## src/rtl/xor_alu.sv

```systemverilog
// Registered bitwise-XOR slice: captures a ^ b with zero/parity status one cycle
// after each accepted operand pair, qualified by out_valid.
module xor_alu #(
    parameter int WIDTH = 3
) (
    input  logic             clk,
    input  logic             rst,
    input  logic             in_valid,
    input  logic [WIDTH-1:0] a,
    input  logic [WIDTH-1:0] b,
    output logic [WIDTH-1:0] g,
    output logic             out_valid,
    output logic             zero,
    output logic             parity
);

    logic [WIDTH-1:0] g_reg;
    logic [WIDTH-1:0] g_next;
    logic             out_valid_reg;
    logic             zero_reg;
    logic             zero_next;
    logic             parity_reg;
    logic             parity_next;
    logic [WIDTH:0]   parity_chain;

    assign parity_chain[0] = 1'b0;

    // Per-bit result and a running XOR chain that yields the parity of the result.
    generate
        for (genvar gi = 0; gi < WIDTH; gi++) begin : g_bit
            assign g_next[gi]         = a[gi] ^ b[gi];
            assign parity_chain[gi+1] = parity_chain[gi] ^ g_next[gi];
        end
    endgenerate

    assign zero_next   = ~|g_next;
    assign parity_next = parity_chain[WIDTH];

    // Result and flags only load on accepted operands, so idle-cycle
    // garbage on a/b never reaches the outputs.
    always_ff @(posedge clk or negedge rst) begin
        if (!rst) begin
            g_reg         <= '0;
            out_valid_reg <= 1'b0;
            zero_reg      <= 1'b0;
            parity_reg    <= 1'b0;
        end else begin
            out_valid_reg <= in_valid;
            if (in_valid) begin
                g_reg      <= g_next;
                zero_reg   <= zero_next;
                parity_reg <= parity_next;
            end
        end
    end

    assign g         = g_reg;
    assign out_valid = out_valid_reg;
    assign zero      = zero_reg;
    assign parity    = parity_reg;

endmodule

```

## config.mk

```make
export PLATFORM = sky130hd
export DESIGN_NAME = xor_alu
export DESIGN_NICKNAME = d
export VERILOG_FILES = /design/src/rtl/xor_alu.sv
export SDC_FILE = /design/constraint.sdc
export NUM_CORES = 1
export LEC_CHECK = 0
export ABC_AREA = 0
export CAP_MARGIN = 15
export CORE_AREA = 2 2 39 41
export CTS_CLUSTER_DIAMETER = 100
export DETAILED_ROUTE_END_ITERATION = 10
export DIE_AREA = 0 0 41 43
export HOLD_SLACK_MARGIN = 0.03
export SETUP_SLACK_MARGIN = 0.5
export SYNTH_ARGS = -nofsm -noshare
export SYNTH_HDL_FRONTEND = slang
export SYNTH_SLANG_ARGS = --single-unit
```

## constraint.sdc

```tcl
create_clock -name clk -period 0.89 [get_ports clk]
set_input_delay 0.178 -clock clk [delete_from_list [all_inputs] [get_ports clk]]
set_output_delay 0.178 -clock clk [all_outputs]
set_load 0.02 [all_outputs]
```

==> results.md <==
- Status: finished with violations
- Violated checks: negative hold slack, negative setup slack
- CTS root buf: clkbuf_4
- Number of global-route vias before repair: 264
- DIE WIDTH: 41 um
- Nets: 57
- DRC viols: 0
- Max-Slew Margin vs Limit: 80.8%
- Hold_ws: -0.0813 ns
- Starting Density: 19.9%
- Pleak: 0.280 nW
- Arrival time at the worst endpoint: 1.18 ns
- Synth Net Count: 31
- DRT antenna net count: 0
- Pin count of the biggest net entering global routing: 8
- CP max stage delay: 0.27 ns
- Max_cap viols: 0
- CTS tree: done
- Post-Synthesis Cell Area: 275 um^2
- Met3 usage: 5.24%
- Inserted Clock Buffers: 3
- Syn Area/Cell: 13.1 um^2
- Post-synthesis sequential area ratio: 54.5%
- Wirelength, routed: 695 um
- #FFs+latches synth: 6
- YS warnings: 0
- Die area: 0.00176 mm^2
- Slew @ Worst Pin: 0.289 ns
- Pwr per Cell Area: 1610 mW/mm^2
- Max FFs per register: 3
- Initial DRT Pass Iterations: 2
- Detail Placement HPWL: 475 um
- Met2 Use GR: 14.1%
- Wire per inst: 11.4 um
- Cell Count, Final, Fillers Out: 61
- # IOs: 15
- Final setup vio count: 8
- Global-route wire length before repair: 1100 um
- Fraction of layout cells with a size suffix above 1: 75.6%
- Crit path cell chain: buf_8 -> xnor2_4 -> ha_4 -> xor3_1 -> mux2_4
- Crit Path Max Fanout: 2
- Minimum clock period: 1.05 ns
- Final worst slack: -0.163 ns
- Final Hold Fails: 6
- Slowest-stage cell, CP: ha_4
- Area growth syn-to-layout: 121%
- Antenna cell count: 0
- Clock Latency Late Sink: 0.24 ns
- GRT busiest layer: met2
- Crit path capture type: flip-flop
- Cell count after placement: 53
- Fmax: 950 MHz
- Worst Skew: 0 ns
- Initial antenna violation count: 0
- Hold Crit Class: in -> async
- Crit Path Category: in -> reg
- Initial DRC count: 1
- H-tree depth: 1
- Via count: 248
- Overflow left after global routing: 0
- Fill count: 138
- DR vias/cell: 4.07
- RSZ-0062 raised after global routing: true
- Max-slew violations: 0
- Longest Clk Path Bufs: 2
- Post-synthesis cell type count: 13
- Routability cong.: 0.681
- Clock sinks: 6
- Core Region: 0.00138 mm^2
- Tot GR Track Use: 9.93%
- Peak VDD IR: 0.828 mV
- CP required: 1.01 ns
- Met1 GRT Util: 11.3%
- Setup TNS: -0.490 ns
- Fin crit share: 118%
- Port bufs: 14
- Cells after Synth: 21
- Chip height: 43 um
- Num rows: 14
- Worst-path clk slew: 0.04 ns
- Startpoint Class: primary input
-- path summary, 6_finish.rpt --
kind | startpoint | to | slack (ns) | cells after the start
min in group clk | b[0] | g[0] | 0.33 | 4
min reg2reg | g[0] | g[0] | 0.54 | 2
min | rst | parity | -0.08 | 1
max | a[0] | parity | -0.16 | 5
max in group asynchronous | rst | g[0] | 0.73 | 1
max reg2reg | g[2] | g[2] | 0 | 2
-- synth_stat cells --
master / count / area, um^2
ha_1: 1 / 12.5
a21oi_1: 2 / 10.0
xor3_1: 1 / 23.8
dfrtp_1: 6 / 150
o22ai_1: 1 / 6.26
xnor2_1: 2 / 17.5
nor2_1: 2 / 7.51
mux2_2: 1 / 11.3
mux2_4: 1 / 15.0
buf_2: 1 / 5.00
inv_1: 1 / 3.75
xor2_1: 1 / 8.76
nand2_1: 1 / 3.75
-- per-layer routing --
metal,vias up,share of wire [%]
li1,116,-
met3,0,12
met4,0,0
met2,15,48
met1,117,40
met5,-,0
-- per-stage QoR --
stage | hold slack (ns) | power [mW] | area [um^2] | util (%) | setup slack (ns)
global placement | 0.443 | 0.651 | 477 | 34.4 | -0.772
finish | -0.0813 | 0.983 | 609 | 44.0 | -0.163
CTS | -0.0877 | 0.976 | 572 | 41.3 | -0.163
detailed placement | 0.447 | 0.655 | 477 | 34.4 | -0.818
global route | -0.0745 | 1.05 | 609 | 44.0 | -0.185
floorplan | -0.118 | 0.494 | 299 | - | -0.260
-- placed cells by master (no fill, tap or decap), types with 2 or more instances in the layout --
cell      instances
a21oi_1           2
mux2_4            2
buf_4             5
clkbuf_4          3
buf_6            10
dfrtp_2           4
xnor2_4           2
buf_8             3
dfrtp_1           2
nor2_1            2
-- cells by family after synthesis --
| family | Yosys count | share of synthesized area (%) |
|---|---|---|
| flip-flops | 6 | 54.5 |
| AO/OA/AOI/OAI | 3 | 5.91 |
| buffers and inverters | 2 | 3.18 |
| XOR/XNOR | 4 | 18.2 |
| AND/OR/NAND/NOR | 3 | 4.09 |
| multiplexers | 2 | 9.54 |
| adder cells (fa/ha/maj) | 1 | 4.54 |
-- critical path, delay by kind of cell --
family,cells,cell delay (ns)
muxes,1,0.27
adders and majority gates,1,0.27
xor gates and xnor gates,2,0.36
buffers and inverters,1,0.10
-- timing repair --
| item | CTS | global route |
|---|---|---|
| setup endpoints to repair | 18 | 12 |
| buffers inserted | 2 | 3 |
| pin swaps | 1 | 3 |
| cloned | 0 | 0 |
| resized for setup | 74 | 4 |
| endpoints found under the hold margin | 6 | 6 |
-- final cells by class --
cell class | instances | area, um^2 | area share (%)
Sequential cell | 6 | 155 | 25.5
Multi-Input combinational cell | 13 | 178 | 29.2
Tap cell | 16 | 20.0 | 3.29
Inverter | 1 | 3.75 | 0.616
Timing Repair Buffer | 22 | 230 | 37.8
Clock buffer | 3 | 22.5 | 3.70
-- report_power, final --
group,internal [mW],switching (mW)
clock network,0.152,0.0904
logic,0.246,0.145
registers,0.319,0.0314
Note: power is estimated with default switching activity, not from simulation.
